$ cat config.mk
export PLATFORM = sky130hd
export DESIGN_NAME = inert_spi_resp
export DESIGN_NICKNAME = d
export VERILOG_FILES = /design/src/rtl/inert_spi_resp.sv
export SDC_FILE = /design/constraint.sdc
export NUM_CORES = 1
export LEC_CHECK = 0
export BUFFER_PORTS_ARGS = -buffer_cell sky130_fd_sc_hd__buf_4
export CORE_ASPECT_RATIO = 1.5
export CORE_MARGIN = 2
export CORE_UTILIZATION = 37
export CTS_CLUSTER_DIAMETER = 150
export DETAILED_ROUTE_END_ITERATION = 16
export GPL_TIMING_DRIVEN = 1
export PLACE_DENSITY_LB_ADDON = 0.2
export SLEW_MARGIN = 5
export SYNTH_ARGS = -nofsm -noshare
export SYNTH_HDL_FRONTEND = slang
export SYNTH_SLANG_ARGS = --single-unit
export TNS_END_PERCENT = 100
$ cat constraint.sdc
create_clock -name clk -period 6.42 [get_ports clk]
set_clock_uncertainty 0.15 [all_clocks]
set_input_delay 0.642 -clock clk [delete_from_list [all_inputs] [get_ports clk]]
set_output_delay 0.642 -clock clk [all_outputs]
set_load 0.03 [all_outputs]
$ cat src/rtl/inert_spi_resp.sv
// SPI mode-0 responder standing in for the inertial sensor: 16-bit frames,
// small register file, and coherent pitch/roll/yaw capture with a data-ready INT.
module inert_spi_resp (
  input  logic        clk,
  input  logic        rst_n,
  input  logic        SS_n,
  input  logic        SCLK,
  input  logic        MOSI,
  output logic        MISO,
  output logic        INT,
  input  logic [15:0] ptch_smpl,
  input  logic [15:0] roll_smpl,
  input  logic [15:0] yaw_smpl,
  input  logic        smpl_vld
);

  localparam logic [6:0] ADDR_INT1_CTRL = 7'h0D;
  localparam logic [6:0] ADDR_WHO_AM_I  = 7'h0F;
  localparam logic [6:0] ADDR_CTRL1_XL  = 7'h10;
  localparam logic [6:0] ADDR_CTRL2_G   = 7'h11;
  localparam logic [6:0] ADDR_YAW_H     = 7'h27;
  localparam logic [7:0] WHO_AM_I_VAL   = 8'h6A;

  function automatic logic [4:0] sat_inc(input logic [4:0] v);
    return (v == 5'd16) ? v : v + 5'd1;
  endfunction

  logic        ss_p0, ss_p1, ss_p2;
  logic        sclk_p0, sclk_p1, sclk_p2;
  logic        mosi_p0, mosi_p1;
  logic        sclk_rise, sclk_fall, ss_fall, ss_rise;
  logic        active;
  logic [4:0]  bit_cnt;
  logic [15:0] rx_shft;
  logic [7:0]  tx_byte;
  logic [7:0]  int1_ctrl, ctrl1_xl, ctrl2_g;
  logic [15:0] ptch, roll, yaw;
  logic [15:0] ptch_pnd, roll_pnd, yaw_pnd;
  logic        pend;
  logic [7:0]  rd_data;
  logic        done, wr, rd_yaw_h, ld;
  logic [15:0] ptch_ld, roll_ld, yaw_ld;

  // Stage p0..p2: pin synchronizers plus a third flop for edge detection.
  // Left unreset so a reset with SS_n held low does not fake a frame start.
  always_ff @(posedge clk) begin
    ss_p0   <= SS_n;
    ss_p1   <= ss_p0;
    ss_p2   <= ss_p1;
    sclk_p0 <= SCLK;
    sclk_p1 <= sclk_p0;
    sclk_p2 <= sclk_p1;
    mosi_p0 <= MOSI;
    mosi_p1 <= mosi_p0;
  end

  assign sclk_rise = sclk_p1 & ~sclk_p2;
  assign sclk_fall = ~sclk_p1 & sclk_p2;
  assign ss_fall   = ~ss_p1 & ss_p2;
  assign ss_rise   = ss_p1 & ~ss_p2;

  always_comb begin
    rd_data = 8'h00;
    case (rx_shft[6:0])
      ADDR_INT1_CTRL: rd_data = int1_ctrl;
      ADDR_WHO_AM_I:  rd_data = WHO_AM_I_VAL;
      ADDR_CTRL1_XL:  rd_data = ctrl1_xl;
      ADDR_CTRL2_G:   rd_data = ctrl2_g;
      7'h22:          rd_data = ptch[7:0];
      7'h23:          rd_data = ptch[15:8];
      7'h24:          rd_data = roll[7:0];
      7'h25:          rd_data = roll[15:8];
      7'h26:          rd_data = yaw[7:0];
      7'h27:          rd_data = yaw[15:8];
      default:        rd_data = 8'h00;
    endcase
  end

  // Frame stage: shift on SCLK rise, drive the response byte on SCLK fall.
  // active stays low after a mid-frame reset until the next SS_n fall.
  always_ff @(posedge clk) begin
    if (!rst_n) begin
      active  <= 1'b0;
      bit_cnt <= 5'd0;
      rx_shft <= 16'h0000;
      tx_byte <= 8'h00;
    end else if (ss_fall) begin
      active  <= 1'b1;
      bit_cnt <= 5'd0;
      rx_shft <= 16'h0000;
      tx_byte <= 8'h00;
    end else begin
      if (ss_rise)
        active <= 1'b0;
      if (active && !ss_p1) begin
        if (sclk_rise) begin
          rx_shft <= {rx_shft[14:0], mosi_p1};
          bit_cnt <= sat_inc(bit_cnt);
        end
        if (sclk_fall) begin
          if (bit_cnt == 5'd8)
            tx_byte <= rx_shft[7] ? rd_data : 8'h00;
          else if (bit_cnt >= 5'd9 && bit_cnt <= 5'd15)
            tx_byte <= {tx_byte[6:0], 1'b0};
        end
      end
    end
  end

  assign MISO = ~ss_p1 & tx_byte[7];

  assign done     = ss_rise & active & (bit_cnt == 5'd16);
  assign wr       = done & ~rx_shft[15];
  assign rd_yaw_h = done & rx_shft[15] & (rx_shft[14:8] == ADDR_YAW_H);

  // A direct sample outside a frame takes priority over the pending copy.
  always_comb begin
    ld      = (smpl_vld & ss_p1) | (ss_rise & pend);
    ptch_ld = ptch_pnd;
    roll_ld = roll_pnd;
    yaw_ld  = yaw_pnd;
    if (smpl_vld & ss_p1) begin
      ptch_ld = ptch_smpl;
      roll_ld = roll_smpl;
      yaw_ld  = yaw_smpl;
    end
  end

  // Register stage: writes, sample capture and interrupt.
  always_ff @(posedge clk) begin
    if (!rst_n) begin
      int1_ctrl <= 8'h00;
      ctrl1_xl  <= 8'h00;
      ctrl2_g   <= 8'h00;
      ptch      <= 16'h0000;
      roll      <= 16'h0000;
      yaw       <= 16'h0000;
      ptch_pnd  <= 16'h0000;
      roll_pnd  <= 16'h0000;
      yaw_pnd   <= 16'h0000;
      pend      <= 1'b0;
      INT       <= 1'b0;
    end else begin
      if (ld) begin
        ptch <= ptch_ld;
        roll <= roll_ld;
        yaw  <= yaw_ld;
      end
      if (smpl_vld && !ss_p1) begin
        ptch_pnd <= ptch_smpl;
        roll_pnd <= roll_smpl;
        yaw_pnd  <= yaw_smpl;
        pend     <= 1'b1;
      end else if (ss_rise) begin
        pend <= 1'b0;
      end
      if (wr) begin
        case (rx_shft[14:8])
          ADDR_INT1_CTRL: int1_ctrl <= rx_shft[7:0];
          ADDR_CTRL1_XL:  ctrl1_xl  <= rx_shft[7:0];
          ADDR_CTRL2_G:   ctrl2_g   <= rx_shft[7:0];
          default: ;
        endcase
      end
      if (ld && int1_ctrl[1])
        INT <= 1'b1;
      else if (rd_yaw_h || (wr && rx_shft[14:8] == ADDR_INT1_CTRL && !rx_shft[1]))
        INT <= 1'b0;
    end
  end

endmodule
## After elaboration in Yosys (flattened, before gate mapping)

Index checks and enable logic that the tools add are counted.

| cells by class | value |
|---|---|
| add/subtract/negate cells | 1 |
| magnitude comparators | 2 |
| reductions and logical operators | 20 |
| muxes and demuxes | 12 |
| equality and inequality tests | 16 |
| bitwise gates (word level) | 20 |

Operators with widths:

| cell | number |
|---|---|
| $pmux 8 s10 | 1 |
| $eq 7x6->1 const B | 7 |
| $mux 16 | 3 |
| $eq 7x5->1 const B | 4 |
| $mux 8 | 3 |
| $eq 7x4->1 const B | 3 |
| $and 1x1->1 | 12 |
| $reduce_and 2->1 | 4 |
| $reduce_bool 2->1 | 4 |
| $not 1->1 | 7 |
| $logic_and 1x1->1 | 6 |
| $reduce_and 3->1 | 2 |
| $add 5x1->5 const B | 1 |
| $eq 5x4->1 const B | 1 |
| $eq 5x5->1 const B | 1 |
| $ge 5x4->1 const B | 1 |
| $le 5x4->1 const B | 1 |
| $mux 1 | 5 |
| $logic_not 1->1 | 2 |
| $reduce_or 2->1 | 1 |
| $logic_or 1x1->1 | 1 |
| $or 1x1->1 | 1 |

| storage, ports and cells | value |
|---|---|
| register bits after elaboration | 160 |
| output and inout bits | 2 |

## Depth between registers and ports, before layout

| logic depth | value |
|---|---|
| depth in word-level cells | 10 |
| gate-level depth with buffers | 9 |
| mapped depth without buffers | 7 |

## Worst setup path after synthesis

Ideal clock, no wire load.

| timing path | value |
|---|---|
| path type | flip-flop to flip-flop |
| start | register ss_p1 |
| end | register int1_ctrl[1] |
| data arrival time | 1.750 ns |
| buffers on the path | 2 |
| setup time | 0.116 ns |
| clock period less this slack | 2.016 ns |
| slack | 4.404 ns |
| cell stages (with the launch flop) | 9 |
| cell sequence | dfxtp_1 > ha_1 > clkbuf_1 > nand3b_1 > nor4_1 > and3_1 > buf_4 > mux2i_1 > nor2b_1 |

| between the ends | value |
|---|---|
| cells in the longest elaborated chain, start to end | 5 |

RTL lines:

| element | RTL line | text |
|---|---|---|
| start: declaration | 28 | `logic ss_p0, ss_p1, ss_p2;` |
| start signal: assignment | 48 | `ss_p1 <= ss_p0;` |
| $and 1x1->1 | 60 | `assign ss_rise = ss_p1 & ~ss_p2;` |
| $and 1x1->1 (2 in series) | 112 | `assign done = ss_rise & active & (bit_cnt == 5'd16);` |
| $and 1x1->1 | 113 | `assign wr = done & ~rx_shft[15];` |
| $reduce_and 2->1 (no source line) | - |  |
| end signal: assignment | 159 | `ADDR_INT1_CTRL: int1_ctrl <= rx_shft[7:0];` |
| end: declaration | 36 | `logic [7:0] int1_ctrl, ctrl1_xl, ctrl2_g;` |

Every way passes these cells.
A chain may end at the register's enable or synchronous reset.

## Final worst setup path

| timing path | value |
|---|---|
| start | register ss_p1 |
| end | register int1_ctrl[7] |

The elaborated chain is that of the path after synthesis.

==> results.md <==
* Routed wirelength normalized by instance count at 17.3 um
* Clock tree from TritonCTS: done
* RSZ-0062 raised after global routing: no
* Remaining routing DRC violations at 0
* Setup Fix Bufs, Post-CTS at 0
* Slew at the pin closest to its max-slew limit at 1.14 ns
* Final Routed Wirelength at 19,900 um
* Number of unique standard cell types used by synthesis at 58
* Req. time, crit path at 6.59 ns
* Number of maximum-capacitance constraint violations at 0
* Nets at 934
* Net count after synthesis at 924
* Cell type contributing the most total cell area after synthesis: dfxtp_1
* Total count of hold-check failures in the final report at 0
* Count of yosys warnings during synthesis at 0
* RD Place Congestion at 0.830
* Dpl hpwl at 12,700 um
* # IOs at 56
* Placement row count at 63
* Setup TNS after final layout at 0 ns
* Final non-filler cell total at 1,150
* Final Power at 2.32 mW
* Number of buffers inserted by port buffering at 55
* Count of flip-flops with a built-in enable after synthesis at 0
* Data arrival time of the critical path at 3.53 ns
* CP max FO at 51
* Number of setup violations in the final report at 0
* Initial antenna violation count at 0
* Number of vias per cell at 5.30
* DP Worst Slack at 3.04 ns
* Area of the multi-input gates at 0.00382 mm2
* Initial core utilization at 37.4%
* Syn-to-layout area delta at 15.9%
* Placed Area at 0.00789 mm2
* Maximum clock frequency at 297 MHz
* Outcome: completed
* Category of the worst setup path capture point: register
* First-pass detailed-route iteration total at 5
* Horizontal extent of the die at 119 um
* Post-synthesis instance total at 866
* Height of the die at 177 um
* Total of flip-flops plus latches after synthesis at 160
* Core Footprint at 0.0196 mm2
* Number of hold-repair buffers added at the cts stage at 0
* Post-layout instance area at 0.00852 mm2
* Area of the die at 0.0210 mm2
* Shortest clock period the worst path allows after layout at 3.37 ns
* Post-route core utilization at 43.4%
* Area share of the leading cell type in the synthesized netlist at 43.6%
* Synth async-reset ratio at 0%
* Tightest Hold Check Type: input port to register
* Clock latency at the later pin of the worst-skew pair at 0.43 ns
* Most common library cells after synthesis: 194 x nand2_1, 160 x dfxtp_1, 105 x nand3_1
* Most used flip-flop cell after synthesis: dfxtp_1
* Count of clock tree sinks at 160
* Startpoint-to-endpoint class of the critical path: register to register
* All-layer global routing usage at 19.5%
* Post_cts resized at 0
* Sequential cell area at 0.00320 mm2
* Total overflow reported by the global router at 0
* Most area-consuming cells after synthesis: dfxtp_1 44%, nand2_1 9.9%, nand3_1 7.2%, o211a_1 6.5%, mux2i_1 5.0%
* Most repeated cell in the gate-level netlist after synthesis: nand2_1
* Portion of the post-synthesis area used by sequential elements at 43.6%
* Total via count after detailed routing at 6,091
* Mean instance size in the synthesized netlist at 8.49 um2
* Pins over their slew limit at 0
* Areal power density over the cells at 272 mW/mm2
* First DRT Iteration DRCs at 440
* Critical path startpoint category: register
* Largest net degree at the start of global routing at 98
* LEAKAGE at 3.43 nW
* Maximum level of the CTS H-tree at 4
* Worst hold margin at 0.160 ns
* Setup ws final at 3.05 ns
* Library cell used as clock root buffer: clkbuf_16
* Filler Cells Inserted at 1,974
* Buffer depth of the longest clock path at 2
* Final cycle utilization of the critical path at 52.4%
* VDD IR max at 0.000141 V
* Share of post-route cells with drive strength above 1 at 13.4%
* Reg clk slew, reported paths at 0.07 ns
* Headroom to the max-slew limit at 23.8%
* Synth Cell Area at 0.00735 mm2
* Number of global-route vias before repair at 5,768
* First-pass GRT wire length at 32,200 um
* Post-placement cell count at 1,117
* Number of buffers created by CTS at 17
* Count of nets left with antenna violations after detail routing at 0
worst max-delay path, cell delays in order (launching register included):
cell,delay (ns)
dfxtp_1,0.52
ha_2,1.02
nand3b_1,0.33
nor4_1,0.38
and3_1,0.54
mux2i_1,0.25
nor2b_1,0.06
state kept, by name, summed over array words and instances, names as in the netlist:
register / count
yaw_pnd: 16
mosi_p0: 1
roll_pnd: 16
INT: 1
ctrl1_xl: 8
roll: 16
ss_p1: 1
mosi_p1: 1
pend: 1
ptch_pnd: 16
tx_byte: 8
int1_ctrl: 8
active: 1
yaw: 16
ctrl2_g: 8
ss_p2: 1
ss_p0: 1
sclk_p1: 1
bit_cnt: 5
sclk_p0: 1
rx_shft: 16
ptch: 16
sclk_p2: 1
logic make-up after synthesis:
| logic type | after synthesis | share of synthesized area, % |
|---|---|---|
| and+or+nand+nor | 396 | 26.0 |
| buffers and inverters | 86 | 4.65 |
| xor gates and xnor gates | 4 | 0.477 |
| muxes | 46 | 6.42 |
| adders and majority gates | 4 | 0.681 |
| AOI/OAI and AO/OA | 170 | 18.1 |
| DFF | 160 | 43.6 |
report_power, final:
| part | internal, mW | switching, mW | total (mW) |
|---|---|---|---|
| Sequential | 1.03 | 0.0263 | 1.06 |
| Combinational | 0.0711 | 0.0904 | 0.162 |
| Clock | 0.659 | 0.441 | 1.10 |
final cells by class:
cell class | instances | share of cell area (%)
Timing Repair Buffer | 65 | 5.73
Clock buffer | 18 | 5.04
Multi-Input combinational cell | 620 | 44.9
Clock inverter | 14 | 2.39
Sequential cell | 160 | 37.6
Tap cell | 260 | 3.82
Antenna cell | 1 | 0.0294
Inverter | 12 | 0.529
placed cells by master (no fill, tap or decap), types with 5 or more instances in the layout:
cell and count:
nand2_1 193, dfxtp_1 160, nand3_1 105, buf_4 65, a21boi_0 49, o211a_1 48, mux2i_1 37, nor2b_1 32
a21oi_1 29, nor2_1 20, clkbuf_16 17, inv_1 12, mux2_2 9, o22ai_1 8, nor3_1 7, nand4_1 6
o21ai_0 5, a211oi_1 5
metal layers:
layer	vias to the layer above	part of all wire [%]	routed length, um	global-route usage, %
li1	3043	-	-	-
met1	2899	43	8530	24.4
met2	120	51	10100	33.2
met3	29	3.7	734	3.41
met4	0	2.5	488	7.79
met5	-	0	0	0
worst paths after layout:
check | cells after the start | slack [ns] | start | end
min reg2reg | 0 | 0.18 | sclk_p0 | sclk_p1
max reg2reg | 6 | 3.05 | ss_p1 | int1_ctrl[7]
max | 6 | 3.05 | ss_p1 | int1_ctrl[7]
min | 1 | 0.16 | MOSI | mosi_p0
No activity file was read; power rests on OpenSTA's default activity.
